## src/rtl/univ_shift_reg_pkg.sv

```systemverilog
// Shared definitions for the universal shift register: operating mode
// encodings and the shift-count width helper.
package univ_shift_reg_pkg;

    typedef enum logic [1:0] {
        MODE_HOLD = 2'b00,
        MODE_SHR  = 2'b01,
        MODE_SHL  = 2'b10,
        MODE_LOAD = 2'b11
    } mode_e;

    // Bits needed to hold a shift count in the range 0..w.
    function automatic int cnt_width(input int w);
        return $clog2(w + 1);
    endfunction

endpackage : univ_shift_reg_pkg

```

## src/rtl/usr_cell.sv

```systemverilog
// One bit of the universal shift register: a 4:1 next-state mux feeding a
// flop with clock enable and synchronous active-low reset.
module usr_cell
    import univ_shift_reg_pkg::*;
(
    input  logic       clk,
    input  logic       rst_n,
    input  logic       en,
    input  logic [1:0] sel,
    input  logic       shr_bit,
    input  logic       shl_bit,
    input  logic       load_bit,
    output logic       q_bit
);

    logic next_s;
    logic q_r;

    // Select the next value of this bit from the operating mode.
    always_comb begin
        next_s = q_r;
        case (sel)
            MODE_HOLD: next_s = q_r;
            MODE_SHR:  next_s = shr_bit;
            MODE_SHL:  next_s = shl_bit;
            MODE_LOAD: next_s = load_bit;
            default:   next_s = q_r;
        endcase
    end

    // Storage flop; reset wins over the enable.
    always_ff @(posedge clk) begin
        if (!rst_n) begin
            q_r <= 1'b0;
        end else if (en) begin
            q_r <= next_s;
        end else begin
            q_r <= q_r;
        end
    end

    assign q_bit = q_r;

endmodule : usr_cell

```

## src/rtl/univ_shift_reg.sv

```systemverilog
// Universal shift register: hold, shift right, shift left or parallel load,
// with optional rotation and a saturating shift counter.
module univ_shift_reg
    import univ_shift_reg_pkg::*;
#(
    parameter  int WIDTH  = 4,
    parameter  int ROTATE = 0,
    localparam int CW     = cnt_width(WIDTH)
) (
    input  logic             clk,
    input  logic             rst_n,
    input  logic             en,
    input  logic [1:0]       mode,
    input  logic             sin_r,
    input  logic             sin_l,
    input  logic [WIDTH-1:0] d,
    output logic [WIDTH-1:0] q,
    output logic [WIDTH-1:0] q_not,
    output logic             sout_r,
    output logic             sout_l,
    output logic [CW-1:0]    shift_cnt,
    output logic             full
);

    localparam logic [CW-1:0] CNT_MAX = CW'(WIDTH);

    logic [WIDTH-1:0] q_s;
    logic [WIDTH-1:0] shr_src_s;
    logic [WIDTH-1:0] shl_src_s;
    logic [CW-1:0]    cnt_r;

    // Neighbour wiring; the serial ends come from the opposite end when rotating.
    always_comb begin
        shr_src_s = {1'b0, q_s[WIDTH-1:1]};
        shl_src_s = {q_s[WIDTH-2:0], 1'b0};
        if (ROTATE != 0) begin
            shr_src_s[WIDTH-1] = q_s[0];
            shl_src_s[0]       = q_s[WIDTH-1];
        end else begin
            shr_src_s[WIDTH-1] = sin_r;
            shl_src_s[0]       = sin_l;
        end
    end

    for (genvar i = 0; i < WIDTH; i++) begin : g_cell
        usr_cell u_cell (
            .clk      (clk),
            .rst_n    (rst_n),
            .en       (en),
            .sel      (mode),
            .shr_bit  (shr_src_s[i]),
            .shl_bit  (shl_src_s[i]),
            .load_bit (d[i]),
            .q_bit    (q_s[i])
        );
    end

    // Shift counter: cleared by load, saturates at WIDTH instead of wrapping.
    always_ff @(posedge clk) begin
        if (!rst_n) begin
            cnt_r <= '0;
        end else if (en) begin
            case (mode)
                MODE_LOAD: cnt_r <= '0;
                MODE_SHR,
                MODE_SHL:  cnt_r <= (cnt_r == CNT_MAX) ? cnt_r : cnt_r + CW'(1);
                MODE_HOLD: cnt_r <= cnt_r;
                default:   cnt_r <= cnt_r;
            endcase
        end else begin
            cnt_r <= cnt_r;
        end
    end

    assign q         = q_s;
    assign q_not     = ~q_s;
    assign sout_r    = q_s[0];
    assign sout_l    = q_s[WIDTH-1];
    assign shift_cnt = cnt_r;
    assign full      = (cnt_r == CNT_MAX);

endmodule : univ_shift_reg
```

## config.mk

```make
export PLATFORM = sky130hd
export DESIGN_NAME = univ_shift_reg
export DESIGN_NICKNAME = d
export VERILOG_FILES = /design/src/rtl/univ_shift_reg_pkg.sv /design/src/rtl/usr_cell.sv /design/src/rtl/univ_shift_reg.sv
export SDC_FILE = /design/constraint.sdc
export NUM_CORES = 1
export LEC_CHECK = 0
export ABC_CLOCK_PERIOD_IN_PS = 1000
export CAP_MARGIN = 15
export CELL_PAD_IN_SITES_DETAIL_PLACEMENT = 2
export CELL_PAD_IN_SITES_GLOBAL_PLACEMENT = 2
export CORE_ASPECT_RATIO = 0.9
export CORE_MARGIN = 2
export CORE_UTILIZATION = 17
export CTS_BUF_LIST = sky130_fd_sc_hd__clkbuf_16
export DETAILED_ROUTE_END_ITERATION = 7
export HOLD_SLACK_MARGIN = 0.12
export PLACE_DENSITY_LB_ADDON = 0.1
export SLEW_MARGIN = 10
export SYNTH_ARGS = -nofsm -noshare
export SYNTH_HDL_FRONTEND = slang
export SYNTH_SLANG_ARGS = --single-unit
```

## constraint.sdc

```tcl
create_clock -name clk -period 1 [get_ports clk]
set_input_delay 0.1 -clock clk [delete_from_list [all_inputs] [get_ports clk]]
set_output_delay 0.1 -clock clk [all_outputs]
set_load 0.005 [all_outputs]
```

Word level (Yosys, flattened, before mapping)
Index checks and enable logic that the tools add are counted.
{ "word_totals": {"reg_bits": 7, "latchBits": 0, "mem_bits_rw": 0, "romBits": 0, "input_bits": 11, "output_inout_bits": 14, "elab_cells": 23, "memories": 0} }
{ "classes": {"add_sub_neg": 1, "multipliers": 0, "div": 0, "magnitude_cmp": 0, "eq_ne": 5, "n_shift": 0, "n_mux": 6, "n_bitwise": 2, "reduce_logical": 4} }
{ "op_table": {"columns": ["cell", "n"], "rows": [
  ["$pmux W1 S3", 4],
  ["$pmux W3 S2", 1],
  ["$eq A2 B2 Y1 const B", 2],
  ["$not A4 Y4", 1],
  ["$add A3 B1 Y3 const B", 1],
  ["$eq A3 B3 Y1 const B", 1],
  ["$mux W3", 1],
  ["$reduce_and A3 Y1", 1],
  ["$eq A2 B1 Y1 const B", 1],
  ["$logic_not A2 Y1", 1],
  ["$ne A2 B2 Y1 const B", 1],
  ["$reduce_and A2 Y1", 1],
  ["$reduce_or A2 Y1", 1],
  ["$not A1 Y1", 1]
]} }

Depth between registers and ports, before layout
Gate-level depths: netlist (run 1).
{ "depth": {"ltp_word": 4, "ltp_mapped": 6, "ltp_nobuf": 5} }

Modules after synthesis
From an unflattened synthesis (run 1), not the netlist that was laid out.
{ "unflattened": {"hier_cells": 54, "hier_area_um2": 501.7} }
{ "modules_own_cells": {"columns": ["mod", "instances", "cells_each", "area_each_um2", "seq_area_each_um2"], "rows": [
  ["usr_cell", 4, 6, 67.6, 20.0],
  ["univ_shift_reg", 1, 30, 231.5, 60.1]
]} }

Least setup slack after synthesis (run 1)
OpenSTA, ideal clock, no wires.
{ "synth_timing": {"kind": "register to register", "from": "register cnt_r[0], in the netlist shift_cnt[0]", "to": "register cnt_r[1], in the netlist shift_cnt[1]", "setup_ps": 115, "t_arrival_ps": 1032, "required_time_ps": 885, "slack_ps": -146, "path_stages_with_launch": 5, "n_path_buf": 0, "period_less_slack_ps": 1146, "cell_sequence": "dfxtp_1 inv_1 ha_1 and4_2 o21a_1"} }
{ "synth_between": {"elab_chain_cells": 3, "elab_cells_between_ends": 6, "classes_between": "1 x add/sub; 2 x eq/ne; 2 x mux; 1 x reduce/logical"} }
{ "synth_lines": {"columns": ["element", "line_no", "rtl"], "rows": [
  ["start: declaration", "univ_shift_reg.sv:30", "logic [CW-1:0] cnt_r;"],
  ["start signal: assignment", "univ_shift_reg.sv:66", "MODE_SHL: cnt_r <= (cnt_r == CNT_MAX) ? cnt_r : cnt_r + CW'(1);"],
  ["start signal: assignment", "univ_shift_reg.sv:67", "MODE_HOLD: cnt_r <= cnt_r;"],
  ["start signal: assignment", "univ_shift_reg.sv:68", "default: cnt_r <= cnt_r;"],
  ["$add A3 B1 Y3 or $eq A3 B3 Y1 (tied branches)", "univ_shift_reg.sv:66", null],
  ["$mux W3 or $ne A2 B2 Y1 (tied branches)", null, null],
  ["$pmux W3 S2 or $reduce_and A3 Y1 (tied branches)", null, null]
]} }
Parallel ways exist; a longest one is shown, timed or not. The select of a mux whose other input is x is not followed.
A chain may end at the register's enable or synchronous reset.

Final worst setup path (run 1)
{ "layout_timing": {"from": "register cnt_r[1], in the netlist shift_cnt[1]", "to": "register cnt_r[1], in the netlist shift_cnt[1]"} }
The elaborated chain is that of the path after synthesis.

==> run metrics, run 1 <==
wire length per cell=about 13 µm; initial antenna violation count=0; pin count of the biggest net entering global routing=9; worst path cell trace=inv_2 -> ha_4 -> nand2_4 -> buf_6 -> and4_4 -> o21a_1; slew at the pin with the worst max-slew slack=303 ps; final antenna-violating net count=0; htree depth=1; Slew Limit Fails=0; DRT iter0 DRCs=1; 1st-pass router iterations=2; minimum clock period=1110 ps; Arr. time, crit path=1230 ps; drt drc=0; failing checks=setup timing; Die Y-Extent=53.7 µm; CP top delay family=flip-flops; power per cell area=roughly 1300 nW/µm²; Max Cap Violations=0; CTS buffer count=3; clk buf depth=2; Synth Warn #=0; CP Capture Type=flop; Vias/cell=4.32; Final GP Congestion=between 0.7 and 0.8; Die X=approximately 60 µm; multi-input logic area=345 µm²; leakage power=approximately 0.00047 µW; Slowest cell on crit path=dfxtp_2; WS Path Type=flop to flop; Max VDD drop=between 0.4 and 0.5 mV; first-pass GRT wire length=approximately 2700 µm; Routed WL=between 1500 and 2000 µm; Seq/Total Area, Yosys=0.300; HPWL Detailed=around 1200 µm; Design Area, Final=1040 µm²; post-synth net total=72; # rows=18; CP Launch Type=flop; Required @ worst endpoint=1120 ps; IO buf count=24; Total GRT Usage=0.117; status=finished with violations; Final setup viols=4; ANT cells=0; Buf/Inv on CP=2; cts-stage hold buffer count=0; CTS tree=yes; Layout fillers=301; slowest stage delay, CP=between 300 and 400 ps; Ports=25; final worst clock skew=2.32 ps; Final Hold Violating Endpoints=0; Gate Count Post-Synth=56; most frequent cells in the layout=buf_4, dlygate4sd2_1, inv_1; Overflow after GRT=0; Register Area=151 µm²; die area=3180 µm²; worst min path class=input pin to flop; vias in the first global route=584; Num Clock Sinks=7; Clock Pin Slew Worst Setup and Hold Paths=40 ps; Worst Path Max Fanout=2; routed vias=561; post-synthesis cell area=467 µm²; clk_lat worst skew=between 200 and 250 ps; Tcrit/Tclk final=1.11; Placed Cells=~120; Slew HR=0.797; Worst Setup Slack, final=-112 ps; core area=about 2700 µm²; share of cells above drive strength 1=0.600; synthesized flop and latch total=7; highest clock rate=0.899 GHz; Starting Density=0.174; Distinct cells, synth=19; Layout Nets=117; unrepaired setup endpoints after global routing=yes; most common cell after layout, fill and taps aside=buf_4; clock root buffer master=clkbuf_16; setup TNS=-292 ps; Non-Filler Instances=130; Post-DP Area=852 µm²; synthesis-to-finish area growth=123%; Avg Inst Size Synth=8.33 µm²
[metrics by stage]
stage                     setup WS (ps)  utilization  power (µW)  hold WS (ps)
final                              -112        0.387        1310           461
after global routing               -160        0.387        1380           494
after CTS                          -187        0.392        1320           463
after detailed placement           -567        0.318         600           575
after global placement             -510        0.318         597           571
after floorplan                   -16.3            -         434           211
[timing repair]
action	in CTS	in global routing
pin swaps	9	9
resized for setup	52	11
buffers inserted	4	1
setup endpoints to repair	21	11
[layer usage]
metal	global-route usage	part of all wire	wire, µm	vias up
met3	0.0361	0.037	61	2
met2	0.176	0.47	793	15
li1	-	-	-	281
met5	0	0	0	-
met1	0.151	0.48	796	263
met4	0.0568	0.011	19	0
[state kept, by name, summed over array words and instances, names as in the netlist]
signal,flops
g_cell.u_cell.q_bit,4
shift_cnt,3
[synth_stat cells, drive strengths merged]
| cell | instances | area, µm² |
|---|---|---|
| a211oi | 1 | 7.51 |
| a21oi | 2 | 10.0 |
| a22oi | 4 | 30.0 |
| a311oi | 1 | 15.0 |
| a31oi | 5 | 31.3 |
| and4 | 1 | 10.0 |
| buf | 5 | 41.3 |
| dfxtp | 7 | 140 |
| ha | 5 | 62.6 |
| inv | 10 | 37.5 |
| nand2 | 6 | 22.5 |
| nand3 | 1 | 5.00 |
| nor2 | 1 | 3.75 |
| nor2b | 1 | 13.8 |
| o21a | 1 | 7.51 |
| o21ai | 5 | 28.8 |
[path summary, 6_finish.rpt]
path / slack [ps] / from / end / cells past startpoint
setup reg to reg: -110 / shift_cnt[1] / shift_cnt[1] / 6
hold / removal: 460 / sin_r / g_cell[3].u_cell.q_bit / 3
setup / recovery: -110 / shift_cnt[1] / shift_cnt[1] / 6
hold reg to reg: 560 / g_cell[0].u_cell.q_bit / g_cell[0].u_cell.q_bit / 2
[worst min-delay path, stage by stage]
cell             delay, ps
clkdlybuf4s50_1        410
nand2_1                 60
a31oi_1                 70
[final cells by class]
| type | instances | share of cell area |
|---|---|---|
| Inverter | 10 | 0.0386 |
| Clock buffer | 3 | 0.0723 |
| Clock inverter | 1 | 0.00361 |
| Tap cell | 30 | 0.0361 |
| Timing Repair Buffer | 45 | 0.371 |
| Sequential cell | 7 | 0.146 |
| Multi-Input combinational cell | 34 | 0.333 |
[report_power, final]
group	switching, µW	leakage (µW)	internal (µW)
Combinational	132	0.000362	181
Clock	157	0.0000423	521
Sequential	16.0	0.0000605	301
Total	305	0.000465	1000
[logic make-up (layout without fill, tap and decap cells)]
| family | count (synthesis) | count (layout) | synth area share |
|---|---|---|---|
| fa+ha+maj | 5 | 5 | 0.134 |
| buf+inv | 15 | 59 | 0.169 |
| flops | 7 | 7 | 0.300 |
| compound gates | 19 | 19 | 0.279 |
| simple gates | 10 | 10 | 0.118 |
Power figures use the tool's default switching activity.
==> run 2: changes to the inputs <==
--- a/config.mk
+++ b/config.mk
@@ -7,7 +7,7 @@
 export LEC_CHECK = 0
 export ABC_CLOCK_PERIOD_IN_PS = 1000
 export CAP_MARGIN = 15
-export CELL_PAD_IN_SITES_DETAIL_PLACEMENT = 2
+export CELL_PAD_IN_SITES_DETAIL_PLACEMENT = 1
 export CELL_PAD_IN_SITES_GLOBAL_PLACEMENT = 2
 export CORE_ASPECT_RATIO = 0.9
 export CORE_MARGIN = 2
==> run 2 against run 1 <==
  * The flow still finishes with violations (setup timing)
  * Final cell count down 2.3%
  * Global-route usage down 1.1 points
  * Combinational power down 4%
  * Final area down 3.1%
  * Clock skew down 0.97 ps
  * First-iteration DRC count unchanged
  * Sequential power about the same
  * Via count down 3.0%
  * Total power down 1.4%
==> run metrics, run 2 (synthesis results as in run 1) <==
status=finished with violations (unchanged); failing checks=setup timing (unchanged); most frequent cells in the layout=buf_4, dlygate4sd2_1, inv_1, clkdlybuf4s50_1, dfxtp_2 (was buf_4, dlygate4sd2_1, inv_1); minimum clock period=1110 ps (about the same); Starting Density=0.174 (unchanged); Required @ worst endpoint=1120 ps (about the same); slowest stage delay, CP=350 ps (was 320 ps); IO buf count=24 (unchanged); Die Y-Extent=53.7 µm (unchanged); pin count of the biggest net entering global routing=9 (unchanged); CP Capture Type=flop (unchanged); Non-Filler Instances=127 (was 130); Final setup viols=4 (unchanged); Slowest cell on crit path=dfxtp_4 (was dfxtp_2); Layout fillers=304 (was 301); power per cell area=1280 nW/µm² (was 1260 nW/µm²); CTS buffer count=3 (unchanged); highest clock rate=0.900 GHz (was 0.899 GHz); dpl ws=-534 ps (was -567 ps); Finished Core Util=0.375 (was 0.387); most common cell after layout, fill and taps aside=buf_4 (unchanged); Routed WL=1560 µm (was 1670 µm); Clock Pin Slew Worst Setup and Hold Paths=40 ps (about the same); final worst clock skew=1.35 ps (was 2.32 ps); slew at the pin with the worst max-slew slack=291 ps (was 303 ps); Arr. time, crit path=1230 ps (about the same); Tcrit/Tclk final=1.11 (about the same); clk_lat worst skew=230 ps (about the same); leakage power=0.000450 µW (was 0.000465 µW); Overflow after GRT=0 (unchanged); Num Clock Sinks=7 (unchanged); # rows=18 (unchanged); 1st-pass router iterations=2 (unchanged); Placed Cells=122 (unchanged); vias in the first global route=548 (was 584); Register Area=151 µm² (unchanged); htree depth=1 (unchanged); clk buf depth=2 (unchanged); HPWL Detailed=1140 µm (was 1230 µm); final antenna-violating net count=0 (unchanged); worst min path class=input pin to flop (unchanged); Final Hold Violating Endpoints=0 (unchanged); cts-stage hold buffer count=0 (unchanged); Max VDD drop=0.577 mV (was 0.407 mV); first-pass GRT wire length=2410 µm (was 2660 µm); initial antenna violation count=0 (unchanged); Die X=59.2 µm (unchanged); CP Launch Type=flop (unchanged); core area=2680 µm² (unchanged); Slew HR=0.805 (was 0.797); drt drc=0 (unchanged); CTS tree=yes (unchanged); Ports=25 (unchanged); share of cells above drive strength 1=0.577 (was 0.600); DRT iter0 DRCs=1 (unchanged); die area=3180 µm² (unchanged); max reg flops=4 (unchanged); Vias/cell=4.28 (was 4.32); clock root buffer master=clkbuf_16 (unchanged); Worst Setup Slack, final=-111 ps (was -112 ps); routed vias=544 (was 561); Total GRT Usage=0.106 (was 0.117); Worst Path Max Fanout=2 (unchanged); Slew Limit Fails=0 (unchanged); Final GP Congestion=0.746 (unchanged); Layout Nets=114 (was 117); WS Path Type=flop to flop (unchanged); synthesis-to-finish area growth=116% (was 123%); ANT cells=0 (unchanged); multi-input logic area=348 µm² (was 345 µm²); Max Cap Violations=0 (unchanged); wire length per cell=12.2 µm (was 12.8 µm); unrepaired setup endpoints after global routing=yes (unchanged); worst path cell trace=inv_4 -> ha_4 -> nand2_4 -> buf_6 -> and4_4 -> o21a_1 (was inv_2 -> ha_4 -> nand2_4 -> buf_6 -> and4_4 -> o21a_1)
## run 2: cell count changes in the layout (fill, tap and decap cells not counted), sizes merged
| cell | before | now |
|---|---|---|
| dlymetal6s2s | 0 | 1 |
| clkdlybuf4s15 | 1 | 0 |
| buf | 22 | 19 |
## run 2: critical path: cells and delay by family (launching register included)
family                   cells  cell delay [ps]
AO/OA/AOI/OAI                1              170
adder cells (fa/ha/maj)      1              140
buffers and inverters        2              170
flip-flops                   1              350
AND/OR/NAND/NOR              2              180
## run 2: final timing paths
kind,startpoint,end,slack (ps),depth (start not counted)
min,en,shift_cnt[0],370,4
max reg2reg,shift_cnt[0],shift_cnt[1],-110,6
max,shift_cnt[0],shift_cnt[1],-110,6
min reg2reg,g_cell[0].u_cell.q_bit,g_cell[0].u_cell.q_bit,550,2
## run 2: final cells by class
cell class              count  area share
clock buffers               3      0.0746
clock inverters             1     0.00373
flip-flops and latches      7       0.150
repair buffers             42       0.348
multi-input cells          34       0.346
inverters                  10      0.0398
well taps                  30      0.0373
## run 2: per-layer routing
| layer | vias up | share of wire | global-route usage |
|---|---|---|---|
| met5 | - | 0 | 0 |
| met4 | 0 | 0.012 | 0.0568 |
| met3 | 2 | 0.060 | 0.0385 |
| met2 | 17 | 0.47 | 0.167 |
| met1 | 253 | 0.46 | 0.126 |
| li1 | 272 | - | - |
## run 2: stage by stage
step                      instance area (µm²)  hold WS (ps)  total power (µW)  setup TNS (ps)
after floorplan                           488           211               434           -16.3
after global placement                    852           571               597           -3730
after detailed placement                  852           579               597           -3870
after CTS                                1000           456              1290            -365
after global routing                     1010           400              1360            -515
final                                    1010           371              1290            -322
## run 2: report_power, final
group / internal, µW / switching [µW]
clock: 520 / 153
sequential: 301 / 15.4
combinational: 171 / 128
total: 992 / 296
## run 2: what timing repair did
item,CTS,global route
buffers inserted,2,0
pin swaps,4,6
endpoints found under the setup margin,21,14
gates resized for setup,41,16
